===== src/rtl/kf76489_stereo_psg_pkg.sv =====
`default_nettype none
// ============================================================================
// kf76489_stereo_psg_pkg
// Shared types, constants and the attenuation-to-level table for the PSG.
// Rev 1.0
// ============================================================================
package kf76489_stereo_psg_pkg;

    typedef enum logic {
        REG_FREQ = 1'b0,
        REG_ATT  = 1'b1
    } reg_type_e;

    typedef enum logic [1:0] {
        CH_TONE1 = 2'd0,
        CH_TONE2 = 2'd1,
        CH_TONE3 = 2'd2,
        CH_NOISE = 2'd3
    } chan_e;

    localparam int unsigned NUM_TONES  = 3;
    localparam int unsigned NUM_CH     = 4;
    localparam int unsigned PAN_R_BASE = 0;
    localparam int unsigned PAN_L_BASE = 4;

    localparam logic [5:0] NOISE_RELOAD_16 = 6'd15;
    localparam logic [5:0] NOISE_RELOAD_32 = 6'd31;
    localparam logic [5:0] NOISE_RELOAD_64 = 6'd63;

    function automatic logic [5:0] noise_reload(input logic [1:0] rate);
        logic [5:0] r;
        case (rate)
            2'b00:   r = NOISE_RELOAD_16;
            2'b01:   r = NOISE_RELOAD_32;
            default: r = NOISE_RELOAD_64;
        endcase
        return r;
    endfunction

    // 2 dB steps on a 0..63 scale, rescaled to the requested level width.
    function automatic int unsigned vol_table(input logic [3:0] att, input int unsigned vol_w);
        int unsigned v;
        v = 0;
        case (att)
            4'h0: v = 63;
            4'h1: v = 50;
            4'h2: v = 40;
            4'h3: v = 32;
            4'h4: v = 25;
            4'h5: v = 20;
            4'h6: v = 16;
            4'h7: v = 12;
            4'h8: v = 10;
            4'h9: v = 8;
            4'hA: v = 6;
            4'hB: v = 5;
            4'hC: v = 4;
            4'hD: v = 3;
            4'hE: v = 2;
            default: v = 0;
        endcase
        return (v * ((32'd1 << vol_w) - 32'd1)) / 32'd63;
    endfunction

endpackage
`default_nettype wire


===== src/rtl/kf76489_psg_tone_channel.sv =====
`default_nettype none
// ============================================================================
// kf76489_psg_tone_channel
// One square-tone voice: period, down-counter, toggle output, attenuation, level.
// Rev 1.0
// ============================================================================
module kf76489_psg_tone_channel
    import kf76489_stereo_psg_pkg::*;
#(
    parameter int unsigned VOL_W = 6
) (
    input  logic             clock,
    input  logic             reset,
    input  logic             tick_i,
    input  logic             per_lo_we_i,
    input  logic             per_hi_we_i,
    input  logic             att_we_i,
    input  logic [5:0]       data_i,
    output logic             tone_o,
    output logic [VOL_W-1:0] level_o
);

    logic [9:0]       period_q, period_d;
    logic [9:0]       cnt_q, cnt_d;
    logic             tone_q, tone_d;
    logic [3:0]       att_q, att_d;
    logic [VOL_W-1:0] lut [16];

    generate
        for (genvar k = 0; k < 16; k++) begin : g_lut
            assign lut[k] = VOL_W'(vol_table(4'(k), VOL_W));
        end
    endgenerate

    always_comb begin
        period_d = period_q;
        att_d    = att_q;
        cnt_d    = cnt_q;
        tone_d   = tone_q;
        if (per_lo_we_i) period_d[3:0] = data_i[3:0];
        if (per_hi_we_i) period_d[9:4] = data_i[5:0];
        if (att_we_i)    att_d         = data_i[3:0];
        // The reload uses the period in force before any same-cycle write.
        if (tick_i) begin
            if (cnt_q == 10'd0) begin
                if (period_q <= 10'd1) begin
                    cnt_d  = 10'd0;
                    tone_d = 1'b1;
                end else begin
                    cnt_d  = period_q - 10'd1;
                    tone_d = ~tone_q;
                end
            end else begin
                cnt_d = cnt_q - 10'd1;
            end
        end
    end

    always_ff @(posedge clock or posedge reset) begin
        if (reset) begin
            period_q <= '0;
            cnt_q    <= '0;
            tone_q   <= 1'b1;
            att_q    <= 4'hF;
        end else begin
            period_q <= period_d;
            cnt_q    <= cnt_d;
            tone_q   <= tone_d;
            att_q    <= att_d;
        end
    end

    assign tone_o  = tone_q;
    assign level_o = tone_q ? lut[att_q] : '0;

endmodule
`default_nettype wire


===== src/rtl/kf76489_stereo_psg.sv =====
`default_nettype none
// ============================================================================
// kf76489_stereo_psg
// SN76489-class PSG, 3 tones + noise, per-channel stereo pan, READY wait-state.
// Rev 1.0
// ============================================================================
module kf76489_stereo_psg
    import kf76489_stereo_psg_pkg::*;
#(
    parameter int unsigned       DIVIDER      = 16,
    parameter int unsigned       LFSR_W       = 16,
    parameter logic [LFSR_W-1:0] TAP_MASK     = LFSR_W'(16'h0009),
    parameter int unsigned       VOL_W        = 6,
    parameter int unsigned       READY_CYCLES = 32
) (
    input  logic             clock,
    input  logic             reset,
    input  logic             clock_enable,
    input  logic             CE_N,
    input  logic             WE_N,
    input  logic             STEREO_WE_N,
    input  logic [7:0]       D_IN,
    output logic             READY,
    output logic [VOL_W+1:0] AOUT_L,
    output logic [VOL_W+1:0] AOUT_R,
    output logic [VOL_W+1:0] AOUT
);

    localparam int unsigned       DIV_W     = (DIVIDER > 2) ? $clog2(DIVIDER) : 1;
    localparam int unsigned       BUSY_W    = $clog2(READY_CYCLES + 1);
    localparam int unsigned       MIX_W     = VOL_W + 2;
    localparam logic [LFSR_W-1:0] LFSR_SEED = {1'b1, {(LFSR_W-1){1'b0}}};

    logic              sel_prev_q, sel_prev_d;
    logic              stereo_prev_q, stereo_prev_d;
    logic              ready_q, ready_d;
    logic [BUSY_W-1:0] busy_q, busy_d;
    chan_e             latch_ch_q, latch_ch_d;
    reg_type_e         latch_type_q, latch_type_d;
    logic [7:0]        pan_q, pan_d;
    logic [DIV_W-1:0]  div_q, div_d;
    logic [2:0]        nctrl_q, nctrl_d;
    logic [3:0]        natt_q, natt_d;
    logic [5:0]        ncnt_q, ncnt_d;
    logic              nsq_q, nsq_d;
    logic              nsrc_prev_q, nsrc_prev_d;
    logic [LFSR_W-1:0] lfsr_q, lfsr_d;
    logic [MIX_W-1:0]  mono_q, mono_d, left_q, left_d, right_q, right_d;

    logic              sel_n, accept, pan_we, tick;
    chan_e             tgt_ch;
    reg_type_e         tgt_type;
    logic [2:0]        tone;
    logic              unused_tones;
    logic [VOL_W-1:0]  level [NUM_CH];
    logic [VOL_W-1:0]  nlut [16];
    logic              nsrc, fb, nctrl_we, natt_we;

    assign sel_n    = CE_N | WE_N;
    assign accept   = ready_q & sel_prev_q & ~sel_n;
    assign pan_we   = stereo_prev_q & ~STEREO_WE_N;
    assign tick     = clock_enable && (div_q == DIV_W'(DIVIDER - 1));
    assign tgt_ch   = D_IN[7] ? chan_e'(D_IN[6:5]) : latch_ch_q;
    assign tgt_type = D_IN[7] ? reg_type_e'(D_IN[4]) : latch_type_q;

    generate
        for (genvar i = 0; i < NUM_TONES; i++) begin : g_tone
            logic sel_this;
            assign sel_this = accept && (tgt_ch == chan_e'(2'(i)));
            kf76489_psg_tone_channel #(
                .VOL_W(VOL_W)
            ) u_tone (
                .clock       (clock),
                .reset       (reset),
                .tick_i      (tick),
                .per_lo_we_i (sel_this && tgt_type == REG_FREQ && D_IN[7]),
                .per_hi_we_i (sel_this && tgt_type == REG_FREQ && !D_IN[7]),
                .att_we_i    (sel_this && tgt_type == REG_ATT),
                .data_i      (D_IN[5:0]),
                .tone_o      (tone[i]),
                .level_o     (level[i])
            );
        end
        for (genvar k = 0; k < 16; k++) begin : g_nlut
            assign nlut[k] = VOL_W'(vol_table(4'(k), VOL_W));
        end
    endgenerate

    assign unused_tones = ^tone[1:0];

    assign nctrl_we = accept && tgt_ch == CH_NOISE && tgt_type == REG_FREQ;
    assign natt_we  = accept && tgt_ch == CH_NOISE && tgt_type == REG_ATT;
    // Rate 11 borrows tone 3's toggle, regardless of tone 3's attenuation.
    assign nsrc     = (nctrl_q[1:0] == 2'b11) ? tone[2] : nsq_q;
    assign fb       = nctrl_q[2] ? ^(lfsr_q & TAP_MASK) : lfsr_q[0];
    assign level[3] = lfsr_q[0] ? nlut[natt_q] : '0;

    always_comb begin
        sel_prev_d    = sel_n;
        stereo_prev_d = STEREO_WE_N;
        ready_d       = ready_q;
        busy_d        = busy_q;
        latch_ch_d    = latch_ch_q;
        latch_type_d  = latch_type_q;
        pan_d         = pan_we ? D_IN : pan_q;
        div_d         = clock_enable ? div_q + DIV_W'(1) : div_q;
        if (accept) begin
            ready_d = 1'b0;
            busy_d  = BUSY_W'(READY_CYCLES);
        end else if (!ready_q && clock_enable) begin
            if (busy_q <= BUSY_W'(1)) begin
                ready_d = 1'b1;
                busy_d  = '0;
            end else begin
                busy_d = busy_q - BUSY_W'(1);
            end
        end
        if (accept && D_IN[7]) begin
            latch_ch_d   = tgt_ch;
            latch_type_d = tgt_type;
        end
    end

    always_comb begin
        nctrl_d     = nctrl_we ? D_IN[2:0] : nctrl_q;
        natt_d      = natt_we ? D_IN[3:0] : natt_q;
        ncnt_d      = ncnt_q;
        nsq_d       = nsq_q;
        nsrc_prev_d = nsrc;
        lfsr_d      = lfsr_q;
        if (tick) begin
            if (ncnt_q == 6'd0) begin
                ncnt_d = noise_reload(nctrl_q[1:0]);
                nsq_d  = ~nsq_q;
            end else begin
                ncnt_d = ncnt_q - 6'd1;
            end
        end
        if (nctrl_we) begin
            lfsr_d = LFSR_SEED;
        end else if (nsrc && !nsrc_prev_q) begin
            lfsr_d = {fb, lfsr_q[LFSR_W-1:1]};
        end
    end

    always_comb begin
        mono_d  = '0;
        left_d  = '0;
        right_d = '0;
        for (int ch = 0; ch < NUM_CH; ch++) begin
            mono_d = mono_d + MIX_W'(level[ch]);
            if (pan_q[PAN_R_BASE + ch]) right_d = right_d + MIX_W'(level[ch]);
            if (pan_q[PAN_L_BASE + ch]) left_d  = left_d + MIX_W'(level[ch]);
        end
    end

    always_ff @(posedge clock or posedge reset) begin
        if (reset) begin
            sel_prev_q    <= 1'b1;
            stereo_prev_q <= 1'b1;
            ready_q       <= 1'b1;
            busy_q        <= '0;
            latch_ch_q    <= CH_TONE1;
            latch_type_q  <= REG_FREQ;
            pan_q         <= 8'hFF;
            div_q         <= '0;
            nctrl_q       <= '0;
            natt_q        <= 4'hF;
            ncnt_q        <= '0;
            nsq_q         <= 1'b0;
            nsrc_prev_q   <= 1'b1;
            lfsr_q        <= LFSR_SEED;
            mono_q        <= '0;
            left_q        <= '0;
            right_q       <= '0;
        end else begin
            sel_prev_q    <= sel_prev_d;
            stereo_prev_q <= stereo_prev_d;
            ready_q       <= ready_d;
            busy_q        <= busy_d;
            latch_ch_q    <= latch_ch_d;
            latch_type_q  <= latch_type_d;
            pan_q         <= pan_d;
            div_q         <= div_d;
            nctrl_q       <= nctrl_d;
            natt_q        <= natt_d;
            ncnt_q        <= ncnt_d;
            nsq_q         <= nsq_d;
            nsrc_prev_q   <= nsrc_prev_d;
            lfsr_q        <= lfsr_d;
            mono_q        <= mono_d;
            left_q        <= left_d;
            right_q       <= right_d;
        end
    end

    assign READY  = ready_q;
    assign AOUT   = mono_q;
    assign AOUT_L = left_q;
    assign AOUT_R = right_q;

endmodule
`default_nettype wire

===== config.mk =====
export PLATFORM = sky130hd
export DESIGN_NAME = kf76489_stereo_psg
export DESIGN_NICKNAME = d
export VERILOG_FILES = /design/src/rtl/kf76489_stereo_psg_pkg.sv /design/src/rtl/kf76489_psg_tone_channel.sv /design/src/rtl/kf76489_stereo_psg.sv
export SDC_FILE = /design/constraint.sdc
export NUM_CORES = 1
export LEC_CHECK = 0
export BUFFER_PORTS_ARGS = -buffer_cell sky130_fd_sc_hd__buf_2
export CORE_MARGIN = 3
export CORE_UTILIZATION = 55
export CTS_CLUSTER_SIZE = 12
export DETAILED_ROUTE_END_ITERATION = 8
export MAX_ROUTING_LAYER = met4
export PLACE_DENSITY = 0.69
export SETUP_SLACK_MARGIN = 0.1
export SLEW_MARGIN = 20
export SYNTH_ARGS = -nofsm -noshare
export SYNTH_HDL_FRONTEND = slang
export SYNTH_SLANG_ARGS = --single-unit

===== constraint.sdc =====
create_clock -name clock -period 6.65 [get_ports clock]
set_input_delay 1.33 -clock clock [delete_from_list [all_inputs] [get_ports clock]]
set_output_delay 1.33 -clock clock [all_outputs]
set_load 0.02 [all_outputs]

# After elaboration in Yosys (flattened, before gate mapping)
# Memory sizes are Yosys's and may differ from the RTL's.
# Index checks and enable logic that the tools add are counted.
# W data, S select, Z words.
# word_totals
rom_bits,384
word_cells,166
inputBits,14
reg_bits,154
output_inout_bits,25
mem_count,4
# op_classes
eq_ne,6
bitwise,15
addsub,18
reduce_logical,40
n_lt_le_gt_ge,8
muxes,43
# mem_list
name,words,word_bits,read_ports,rd_ports_with_merged_regs,write_ports,line_no,source
(name not given),16,6,1,0,0,kf76489_psg_tone_channel.sv:74,assign level_o = tone_q ? lut[att_q] : '0;
(name not given),16,6,1,0,0,kf76489_psg_tone_channel.sv:74,
(name not given),16,6,1,0,0,kf76489_stereo_psg.sv:96,assign level[3] = lfsr_q[0] ? nlut[natt_q] : '0;
(name not given),16,6,1,0,0,kf76489_psg_tone_channel.sv:74,
# ops
op,n
$mux W6,18
$mux W10,6
$sub A10 B1 Y10 const B,6
$add A8 B6 Y8,7
$mux W8,6
$mux W16,2
$le A10 B1 Y1 const B,3
$logic_not A10 Y1,3
$logic_and A1 B1 Y1,22
$ge A5 B5 Y1 const B,4
$not A4 Y5,4
$reduce_xor A16 Y1,1
$pmux W6 S2,1
$sub A6 B1 Y6 const B,2
$reduce_and A2 Y1,5
$mux W1,9
$add A7 B6 Y8,1
$add A6 B6 Y7,1
$not A1 Y1,7
$eq A2 B2 Y1 const B,3
$le A6 B1 Y1 const B,1
$logic_not A6 Y1,1
$reduce_bool A2 Y1,3
$add A4 B1 Y4 const B,1
7 further kinds,13

# Logic depth before layout (Yosys ltp)
# Gate-level depths: netlist of run 1.
# logic_depth
ltp_word,12
mapped_depth,25

# By module
# A second synthesis of run 1 with hierarchy kept.
# hier_totals
hier_cells,1065
area_unflattened_um2,10618.9
# modules_own_cells
mod,cells_per_inst,area_each_um2,seq_area_each_um2,n_inst
kf76489_stereo_psg,599,5869.4,1998.2,1
kf76489_psg_tone_channel (g_tone[1].u_tone ...),155,1579.0,631.9,2
kf76489_psg_tone_channel (g_tone[0].u_tone),156,1591.5,631.9,1

# Worst setup path after synthesis of run 1
# No wires, ideal clock.
# synth_timing
path_type,reg-to-reg
startpoint,register g_tone[0].u_tone.att_q[2]
endpoint,register right_q[7] (netlist: AOUT_R[7])
n_path_buf,1
stages_incl_launch_ff,24
setup_ns,0.124
t_required_ns,6.526
slack_ns,1.645
arrival_time_ns,4.881
period_less_slack_ns,5.005
cell_sequence,dfstp_2 clkbuf_1 mux2i_1 a211oi_1 and2_1 ha_1 inv_1 fa_1 nor2b_1 o31a_1 a21oi_1 mux2i_1 inv_1 ha_1 nand3_1 o211ai_1 nor3_1 o31ai_1 ha_1 o21ai_0 nor2_1 and2_1 and4_1 a211o_1
# synth_between
elab_chain_cells,12
# synth_rtl
element,line_no,source
from (decl),kf76489_psg_tone_channel.sv:26,"logic [3:0] att_q, att_d;"
from (signal assigned),kf76489_psg_tone_channel.sv:69,att_q <= att_d;
$not A4 Y5 (implied by the code) (*),kf76489_psg_tone_channel.sv:74,
$mem_v2 Z16 W6 (*),-,
$mux W6 (implied by the code) (*) (2 in a row),kf76489_psg_tone_channel.sv:74,
$mux W6 (*),kf76489_psg_tone_channel.sv:74,
$mux W6 (*),kf76489_stereo_psg.sv:152,if (pan_q[PAN_R_BASE + ch]) right_d = right_d + MIX_W'(level[ch]);
$add A8 B6 Y8,kf76489_stereo_psg.sv:152,
$mux W8 (*),kf76489_stereo_psg.sv:152,
$add A8 B6 Y8,kf76489_stereo_psg.sv:152,
$mux W8 (*),kf76489_stereo_psg.sv:152,
$add A8 B6 Y8,kf76489_stereo_psg.sv:152,
$mux W8 (*),kf76489_stereo_psg.sv:152,
via right_d[7],kf76489_stereo_psg.sv:48,"logic [MIX_W-1:0] mono_q, mono_d, left_q, left_d, right_q, right_d;"
to (signal assigned),kf76489_stereo_psg.sv:193,right_q <= right_d;
to (decl),kf76489_stereo_psg.sv:48,
# Mark *: on every way through the listed nets, which the timed path passes. The rest lies on a longest branch. The select of a mux whose other input is x is not followed.
# A chain may end at the register's enable or synchronous reset.

# Final worst setup path of run 1
# layout_timing
startpoint,register g_tone[0].u_tone.att_q[1]
endpoint,register right_q[7] (netlist: AOUT_R[7])
# The elaborated chain is that of the path after synthesis.

==> flow_summary.toml, run 1 <==
[run_status]
status = "finished clean"

[setup_path]
end_kind = "flop"
worst_ep_arrival_time_ps = 5890
critPathCapture = "AOUT_R[7]"
cp_max_fo = 9
critPathTopFamily = "compound AO/OA/AOI/OAI gates"
cp-startpoint = "g_tone[0].u_tone.att_q[1]"
cpPeakStageDelay_ps = 620
worst-setup-path-type = "flop to flop"
cp_num_buf_inv = 2
cp-start-kind = "flop"
cp.required_ps = 6970
critPathMostFrequentCell = "ha_1"
cp.depth = 23
rr_endpoint = "AOUT_R[7]"
crit_chain = "ha_1 > mux2i_1 > a211oi_1 > and2_1 > ha_1 > inv_1 > fa_1 > nor2b_1 > o31a_1 > a21oi_1 > mux2i_1 > inv_1 > ha_1 > nand3_1 > o211ai_1 > nor3_1 > o31ai_1 > ha_1 > o21ai_0 > nor2_1 > and2_1 > and4_1 > a211o_1"
r2r_slack_ps = 1080
slowest_stage = "dfstp_2"
reg2reg_from = "g_tone[0].u_tone.att_q[1]"
reg2reg_depth = 23

[logic_synthesis]
synthesis.area_mm2 = 0.0106
ys_types = 69
synth_top_area_cell = "dfrtp_1"
syn_inst = 1083
yosysMostFrequentCell = "dfrtp_1"
synth_common_cells = "dfrtp_1, nor2_1, ha_1"
synth_edf_count = 0
seq_area_frac_synth_pct = 36.8
synthFlopType = "dfrtp_1"
syn_avg_cell_area_um2 = 9.76
ys_top_cells_by_area = "dfrtp_1, ha_1, dfstp_2"
synth.top_cell.area_share_pct = 28.9
syn_nets = 1194
ys_seq_elements = 154
synthArstFlopShare_pct = 100
ys_warn_count = 0

[pwr]
vdd_drop_max_mv = 0.209
power_w = 0.00412
power_leakage_nw = 5.30
powerDensity_mw_per_mm2 = 356

[cts]
cts_root_buffer = "clkbuf_16"
clk_pin_slew_worst_paths_ps = 70
post_cts_buffers = 0
clk_latency_ps = 430
htree_levels = 4
numCtsBuffers = 17
cts_max_path_buffers = 2
cts.sinks = 154
cts_resized = 0
cts_tree = "built"
hold_buffers = 0

[floorplanning]
rows = 50
die_height_um = 145
ioPinCount = 39
dieArea_mm2 = 0.0209
start_util_pct = 56.3
core_area_mm2 = 0.0188
die_w_um = 145

[drt]
firstDrtPassIters = 6
drt-total-wl_mm = 22.8
drc_errors = 0
drtAntennaViolNets = 0
via_per_inst = 5.91
wire_per_inst_um = 16.8
vias = 8038
drt-initial-drc-count = 492

[timing]
rsz0062_at_grt = "no"
final_hold_viol_count = 0
drv_slew = 0
maxSlewHeadroom_pct = 29.0
post-route-period-util_pct = 83.8
fmax_ghz = 0.180
setup_viol = 0
fin_worst_skew_ps = 11.3
setup_tns_ps = 0
worst_slew_pin_slew_ps = 1060
period_needed_ps = 5570

[final_layout]
nets = 1224
final_layout_size_suffix_gt1_share_pct = 17.4
n_antenna_cell = 0
fin_area_mm2 = 0.0116
num-fill-cells = 1561
area_growth_pct = 9.29

[global_routing]
grt_first_pass_wirelength_mm = 38.5
grt_pass1_vias = 7576
grt_max_degree = 89
grt_usage_pct = 23.8
grt.overflow.total = 0
antenna_found_initial = 0

[min_path]
hold_path_class = "flop to flop"

[placement]
dpl_cell_area_mm2 = 0.0110
place_congestion = 0.907
dpl.hpwl_mm = 16.4
io_buffers = 38

[flow_run]
drv_cap = 0
==> placed cells by master (no fill, tap or decap), types with 6 or more instances in the layout <==
master / instances
o221ai_1: 10
or4_1: 9
fa_1: 18
xnor2_1: 35
nand2_1: 67
xor2_1: 13
inv_1: 74
or3_1: 18
a21oi_1: 32
o21a_1: 11
mux2i_1: 33
dfrtp_1: 122
nor2_1: 93
nand3_1: 12
clkbuf_16: 17
mux2_2: 68
dfstp_2: 32
buf_2: 38
o31ai_1: 11
and2_1: 7
nor4_1: 11
nand3b_1: 6
ha_1: 79
nor3b_1: 8
nor2b_1: 19
a31oi_1: 6
o211ai_1: 12
a211oi_1: 22
a21o_1: 14
o21ai_0: 64
nand2b_1: 13
a211o_1: 11
nor3_1: 44
==> routing by layer <==
metal	track usage, %	wire length, um
met1	33.3	10900
met2	35.8	10400
met3	4.66	1040
met4	6.28	416
met5	-	0
==> metrics by stage <==
| step | util (%) | cells | worst slack (ps) | hold slack (ps) |
|---|---|---|---|---|
| finish | 61.5 | 1360 | 1080 | 486 |
| global placement | 58.4 | 1328 | 1290 | 461 |
| detailed placement | 58.4 | 1328 | 1090 | 477 |
| global route | 61.5 | 1360 | 492 | 509 |
| floorplan | - | 1083 | 1220 | 445 |
| CTS | 61.5 | 1360 | 1040 | 488 |
==> worst reg2reg max path: stages, from the launching register on <==
cell and delay [ps]:
dfstp_2 620, ha_1 180, mux2i_1 70, a211oi_1 620, and2_1 240, ha_1 190
inv_1 60, fa_1 390, nor2b_1 180, o31a_1 170, a21oi_1 50, mux2i_1 240
inv_1 70, ha_1 360, nand3_1 100, o211ai_1 280, nor3_1 80, o31ai_1 400
ha_1 330, o21ai_0 150, nor2_1 70, and2_1 160, and4_1 190, a211o_1 260
==> power breakdown <==
| group | leakage [nW] | internal, W | switching, W | total, W |
|---|---|---|---|---|
| Clock | 0.272 | 0.000537 | 0.000429 | 0.000965 |
| Sequential | 1.84 | 0.00124 | 0.000283 | 0.00152 |
| Combinational | 3.19 | 0.000733 | 0.000894 | 0.00163 |
==> state kept, by name, summed over array words and instances (netlist names) <==
register	count
latch_ch_q	2
nsq_q	1
AOUT_L	8
natt_q	4
pan_q	8
busy_q	6
READY	1
g_tone.u_tone.period_q	30
ncnt_q	6
div_q	4
nsrc_prev_q	1
g_tone.u_tone.att_q	12
g_tone.u_tone.cnt_q	30
stereo_prev_q	1
AOUT	8
nctrl_q	3
sel_prev_q	1
lfsr_q	16
AOUT_R	8
g_tone.u_tone.tone_o	3
latch_type_q	1
==> how the worst min path moves through the flow <==
stage | startpoint | to | slack [ps] | cells after the start
floorplan | nsq_q | nsq_q | 440 | 1
global placement | nsq_q | nsq_q | 460 | 1
detailed placement | ncnt_q[5] | ncnt_q[5] | 480 | 1
CTS | ncnt_q[5] | ncnt_q[5] | 490 | 1
global route | nsq_q | nsq_q | 510 | 1
finish | ncnt_q[5] | ncnt_q[5] | 490 | 1
==> area by class of cell <==
class                           instances  area, um^2  area share, %
Clock inverter                         13         138           1.19
Timing Repair Buffer                   43         228           1.97
Tap cell                              234         293           2.53
Clock buffer                           19         443           3.83
Inverter                               75         287           2.48
Sequential cell                       154        3890           33.7
Multi-Input combinational cell        822        6270           54.3
==> cell families (layout without fill, tap and decap cells) <==
| logic type | count (synthesis) | count (layout) | synth area share (%) |
|---|---|---|---|
| flip-flops | 154 | 154 | 36.8 |
| AND/OR/NAND/NOR | 340 | 340 | 17.1 |
| AO/OA/AOI/OAI | 236 | 236 | 15.1 |
| XOR/XNOR | 48 | 48 | 3.98 |
| adder cells (fa/ha/maj) | 97 | 97 | 12.8 |
| buffers and inverters | 107 | 150 | 3.87 |
| multiplexers | 101 | 101 | 10.4 |
Power figures use the tool's default switching activity.
==> run 2, diff against run 1 <==
--- a/config.mk
+++ b/config.mk
@@ -5,6 +5,7 @@
 export SDC_FILE = /design/constraint.sdc
 export NUM_CORES = 1
 export LEC_CHECK = 0
+export ABC_AREA = 1
 export BUFFER_PORTS_ARGS = -buffer_cell sky130_fd_sc_hd__buf_2
 export CORE_MARGIN = 3
 export CORE_UTILIZATION = 55
==> constraint.sdc (replaced) <==
create_clock -name clock -period 5.3 [get_ports clock]
set_input_delay 1.06 -clock clock [delete_from_list [all_inputs] [get_ports clock]]
set_output_delay 1.06 -clock clock [all_outputs]
set_load 0.02 [all_outputs]
==> run 2 against run 1 <==
  * Largest power group unchanged
  * Wire length grew 8.2%
  * Worst setup slack got worse by 420 ps
  * Critical path type unchanged
  * Via count rose by 18%
  * Global-route usage rose by 0.64 points
  * First-iteration DRC count up 31%
==> flow_summary.toml, run 2 <==
[logic_synthesis]
synth_edf_count = 0
ys_types = 50
yosysMostFrequentCell = "nand2_1"
syn_inst = 1468
syn_avg_cell_area_um2 = 7.45
ys_warn_count = 0
synthArstFlopShare_pct = 100
synthesis.area_mm2 = 0.0109
synth_common_cells = "nand2_1, inv_1, nor2_1"
synth.top_cell.area_share_pct = 27.9
synthFlopType = "dfrtp_1"
ys_top_cells_by_area = "dfrtp_1, nand2_1, ha_1"
synth_top_area_cell = "dfrtp_1"
ys_seq_elements = 154
syn_nets = 1579
seq_area_frac_synth_pct = 35.6

[final_layout]
nets = 1615
num-fill-cells = 1795
n_antenna_cell = 0
area_growth_pct = 9.11
fin_area_mm2 = 0.0119
final_layout_size_suffix_gt1_share_pct = 10.4
layout_commonest_cell = "nand2_1"
multi_input_area_mm2 = 0.00616
layout_common_cells = "nand2_1, inv_1, nor2_1, dfrtp_1, nand3_1"
reg.largest.list = "g_tone.u_tone.cnt_q (30), g_tone.u_tone.period_q (30), lfsr_q (16)"
final-seq-area_mm2 = 0.00389

[drt]
drtAntennaViolNets = 0
drc_errors = 0
drt-total-wl_mm = 24.6
drt-initial-drc-count = 644
vias = 9456
firstDrtPassIters = 5
via_per_inst = 5.32
wire_per_inst_um = 13.9

[cts]
cts_root_buffer = "clkbuf_16"
post_cts_buffers = 0
clk_latency_ps = 430
cts.sinks = 154
hold_buffers = 0
htree_levels = 4
cts_tree = "built"
cts_max_path_buffers = 2
clk_pin_slew_worst_paths_ps = 70
cts_resized = 0
numCtsBuffers = 17

[placement]
dpl.hpwl_mm = 18.0
dpl_cell_area_mm2 = 0.0113
place_congestion = 0.936
io_buffers = 38

[setup_path]
cp-start-kind = "flop"
r2r_slack_ps = 660
slowest_stage = "dfstp_2"
cpPeakStageDelay_ps = 580
worst-setup-path-type = "flop to flop"
reg2reg_depth = 26
rr_endpoint = "AOUT_L[6]"
cp_num_buf_inv = 3
critPathTopFamily = "adder cells"
cp_max_fo = 6
worst_ep_arrival_time_ps = 4970
end_kind = "flop"
critPathMostFrequentCell = "nand2_1"
reg2reg_from = "g_tone[0].u_tone.att_q[1]"
cp.depth = 26
cp.required_ps = 5630

[pwr]
powerDensity_mw_per_mm2 = 464
power_w = 0.00554
pwr-share-comb_pct = 42.4
power_frac_seq_pct = 35.3
intPower_w = 0.00314
swShare_pct = 43.3
power_leakage_nw = 6.20
clockPowerShare_pct = 22.3
vdd_drop_max_mv = 0.349
netSwitchingPower_w = 0.00240

[floorplanning]
core_area_mm2 = 0.0191
die_w_um = 147
start_util_pct = 57.2
die_height_um = 147
dieArea_mm2 = 0.0216
ioPinCount = 39
rows = 50

[min_path]
hold_start = "g_tone[0].u_tone.tone_o"
holdPathEnd = "g_tone[0].u_tone.tone_o"
hold_depth = 2
hold_path_class = "flop to flop"

[timing]
rsz0062_at_grt = "no"
maxSlewHeadroom_pct = 36.7
post-route-period-util_pct = 87.5
setup_viol = 0
worst_slew_pin_slew_ps = 942
fin_worst_skew_ps = 9.89
setup_tns_ps = 0
fmax_ghz = 0.216
final_hold_viol_count = 0
period_needed_ps = 4640
drv_slew = 0

[global_routing]
grt_max_degree = 94
grt_usage_pct = 24.5
antenna_found_initial = 0
grt_pass1_vias = 9027
grt_first_pass_wirelength_mm = 42.5
grt.overflow.total = 0

[run_status]
status = "finished clean"

[flow_run]
drv_cap = 0
[run 2: changes by cell type in the layout (fill, tap and decap cells not counted), moves of 19 or more]
cell      delta
nand2_1    +322
inv_1      +110
nand3_1     +96
mux2_2      -68
nor2_1      +50
o21ai_0     +38
a21oi_1     +35
mux2i_1     -33
nor3_1      -30
a211oi_1    -22
xnor2_1     -21
nor2b_1     -19
o21ai_2     +19
[run 2: area by class of cell]
| cell class | instances | share of cell area [%] |
|---|---|---|
| well taps | 260 | 2.72 |
| repair buffers | 44 | 1.97 |
| clock buffers | 17 | 3.56 |
| flip-flops and latches | 154 | 32.6 |
| multi-input cells | 1093 | 51.6 |
| clock inverters | 15 | 1.36 |
| inverters | 194 | 6.16 |
[run 2: cell families (layout without fill, tap and decap cells)]
group	after synthesis	after routing	synth area share [%]
and+or+nand+nor	708	708	27.6
AOI/OAI and AO/OA	243	243	12.7
buffers and inverters	221	270	8.16
DFF	154	154	35.6
adders and majority gates	97	97	12.3
xor gates and xnor gates	45	45	3.60
[run 2: power groups by stage]
stage | Combinational (W) | Sequential, W | Clock, W
floorplan | 0.00184 | 0.00192 | 0
global placement | 0.00228 | 0.00196 | 0
detailed placement | 0.00234 | 0.00197 | 0
CTS | 0.00235 | 0.00195 | 0.00126
global route | 0.00271 | 0.00202 | 0.00131
finish | 0.00235 | 0.00196 | 0.00124
[run 2: how the worst max path moves through the flow]
stage	end	slack (ps)	from
after floorplan	AOUT[0]	140	reset
after global placement	AOUT_R[6]	570	g_tone[1].u_tone.tone_o
after detailed placement	AOUT_R[6]	450	g_tone[1].u_tone.tone_o
after CTS	AOUT_R[6]	410	g_tone[1].u_tone.tone_o
after global routing	AOUT_R[6]	220	g_tone[0].u_tone.att_q[1]
final	AOUT_L[6]	660	g_tone[0].u_tone.att_q[1]
[run 2: routing by layer]
metal  vias to the layer above  GRT usage (%)  part of all wire, %
li1                       4823              -                    -
met1                      4405           33.5                   48
met2                       207           38.8                   46
met3                        21           4.10                  4.5
met4                         0           5.27                 0.95
met5                         -              -                    0
[run 2: worst register-to-register path, delay by kind of cell, from the launching register on]
family,cells,cell delay (ps)
buf+inv,3,160
fa+ha+maj,4,1450
compound gates,4,840
simple gates,13,1210
flops,1,580
xor+xnor,2,310
[run 2: stage by stage]
step | cells | util (%) | hold slack, ps | worst slack, ps
after CTS | 1777 | 62.3 | 476 | 407
after detailed placement | 1745 | 59.3 | 466 | 445
after global routing | 1777 | 62.4 | 503 | 223
after floorplan | 1468 | - | 434 | 143
final | 1777 | 62.4 | 478 | 662
after global placement | 1745 | 59.3 | 459 | 571
==> run 3, diff against run 2 <==
--- a/config.mk
+++ b/config.mk
@@ -6,13 +6,13 @@
 export NUM_CORES = 1
 export LEC_CHECK = 0
 export ABC_AREA = 1
-export BUFFER_PORTS_ARGS = -buffer_cell sky130_fd_sc_hd__buf_2
 export CORE_MARGIN = 3
 export CORE_UTILIZATION = 55
 export CTS_CLUSTER_SIZE = 12
 export DETAILED_ROUTE_END_ITERATION = 8
+export DONT_BUFFER_PORTS = 1
 export MAX_ROUTING_LAYER = met4
-export PLACE_DENSITY = 0.69
+export PLACE_DENSITY = 0.67
 export SETUP_SLACK_MARGIN = 0.1
 export SLEW_MARGIN = 20
 export SYNTH_ARGS = -nofsm -noshare
==> run 3 against run 2 <==
  * Sequential share of layout area up 0.63 points
  * Sequential power up 3%
  * Clock power down 5%
  * Register-to-register slack worse by 40 ps
  * Combinational power down 5%
  * Power down 1.8%
  * Non-clock buffer count down 38
  * First-iteration DRC count down 17%
  * Die area unchanged
  * Fmax down 0.85%
  * Critical path type unchanged
==> flow_summary.toml, run 3 (synthesis gave the netlist of run 2 again) <==
[run_status]
status = "finished clean"

[placement]
io_buffers = 0
place_congestion = 0.974
dpl.hpwl_mm = 18.2

[cts]
hold_buffers = 0
cts_max_path_buffers = 2
numCtsBuffers = 17
cts.sinks = 154
cts_tree = "built"
htree_levels = 4
cts_root_buffer = "clkbuf_16"
clk_pin_slew_worst_paths_ps = 70
clk_latency_ps = 440
post_cts_buffers = 0

[timing]
final_hold_viol_count = 0
drv_slew = 0
maxSlewHeadroom_pct = 31.8
post-route-period-util_pct = 88.3
rsz0062_at_grt = "no"
fin_worst_skew_ps = 8.80
setup_tns_ps = 0
setup_viol = 0
worst_slew_pin_slew_ps = 1020
hold_slack_ps = 465
period_needed_ps = 4680
fmax_ghz = 0.214

[setup_path]
cpPeakStageDelay_ps = 580
cp.required_ps = 5630
worst-setup-path-type = "flop to flop"
cp_max_fo = 7
worst_ep_arrival_time_ps = 5000
cp-start-kind = "flop"
slowest_stage = "dfstp_2"
end_kind = "flop"
critPathMostFrequentCell = "inv_1"

[drt]
met2RoutedLength_mm = 11.5
top_layer = "met4"
drt-initial-drc-count = 536
wl_met1_mm = 12.0
drc_errors = 0
wire_per_inst_um = 14.4
vias = 9229
drtAntennaViolNets = 0
firstDrtPassIters = 7
drt-total-wl_mm = 25.0
met3_length_mm = 1.13
via_per_inst = 5.31

[global_routing]
grt_pass1_vias = 8900
grt_first_pass_wirelength_mm = 43.1
grt_max_degree = 77
grt.overflow.total = 0
antenna_found_initial = 0
grt_usage_pct = 24.9

[floorplanning]
dieArea_mm2 = 0.0216
ioPinCount = 39
core_area_mm2 = 0.0191
rows = 50
die_height_um = 147
die_w_um = 147
start_util_pct = 57.2

[final_layout]
layout_commonest_cell = "nand2_1"
area_growth_pct = 7.06
final_layout_size_suffix_gt1_share_pct = 8.05
multi_input_area_mm2 = 0.00616
reg.largest.list = "g_tone.u_tone.cnt_q (30), g_tone.u_tone.period_q (30), lfsr_q (16)"
nets = 1577
fin_util_pct = 61.2
num-fill-cells = 1856
final-seq-area_mm2 = 0.00389
n_antenna_cell = 0
layout_common_cells = "nand2_1, inv_1, nor2_1, dfrtp_1, nand3_1"

[flow_run]
drv_cap = 0

[min_path]
hold_path_class = "flop to flop"

[pwr]
vdd_drop_max_mv = 0.290
powerDensity_mw_per_mm2 = 464
power_leakage_nw = 6.01
==> run 3: metrics by stage <==
stage          std cells  setup WS, ps  total power (W)  area (um^2)
6_report            1739           622          0.00544        11700
5_1_grt             1739           171          0.00595        11700
4_1_cts             1739           545          0.00548        11700
3_5_place_dp        1707           590          0.00428        11200
3_3_place_gp        1707           604          0.00422        11200
2_1_floorplan       1468           143          0.00376        10900
==> run 3: per-layer routing <==
| layer | track usage (%) | up-vias |
|---|---|---|
| met5 | - | - |
| met1 | 34.1 | 4271 |
| met4 | 6.24 | 0 |
| met3 | 3.64 | 28 |
| met2 | 39.3 | 190 |
| li1 | - | 4740 |
==> run 3: area by class of cell <==
| cell class | count | share of cell area, % |
|---|---|---|
| multi-input cells | 1093 | 52.6 |
| flip-flops and latches | 154 | 33.2 |
| inverters | 194 | 6.28 |
| clock buffers | 17 | 3.63 |
| well taps | 260 | 2.78 |
| clock inverters | 15 | 1.12 |
| repair buffers | 6 | 0.385 |
==> run 3: repair_timing <==
action | 4_1_cts | 5_1_grt
gates resized for setup | 0 | 1
endpoints found under the hold margin | 0 | 0
endpoints found under the setup margin | 0 | 1
==> run 3: worst max-delay path: cells and delay by family, from the launching register on <==
kind,cells,cell delay (ps)
buffers and inverters,8,690
AO/OA/AOI/OAI,4,630
adder cells (fa/ha/maj),3,1430
AND/OR/NAND/NOR,12,1100
XOR/XNOR,1,150
flip-flops,1,580
==> run 3: path summary, 6_finish.rpt <==
path	start	end	slack, ps	cells past startpoint
worst max-delay path	g_tone[1].u_tone.tone_o	AOUT_R[7]	620	28
worst min-delay path	nsq_q	nsq_q	460	1
worst max register to register	g_tone[1].u_tone.tone_o	AOUT_R[7]	620	28
worst min register to register	nsq_q	nsq_q	460	1
max in group asynchronous	reset	g_tone[1].u_tone.att_q[3]	3680	2
min in group asynchronous	reset	busy_q[1]	580	1
==> run 3: power breakdown <==
group / internal [W] / switching [W]
combinational: 0.000852 / 0.00139
clock: 0.000616 / 0.000560
sequential: 0.00159 / 0.000426
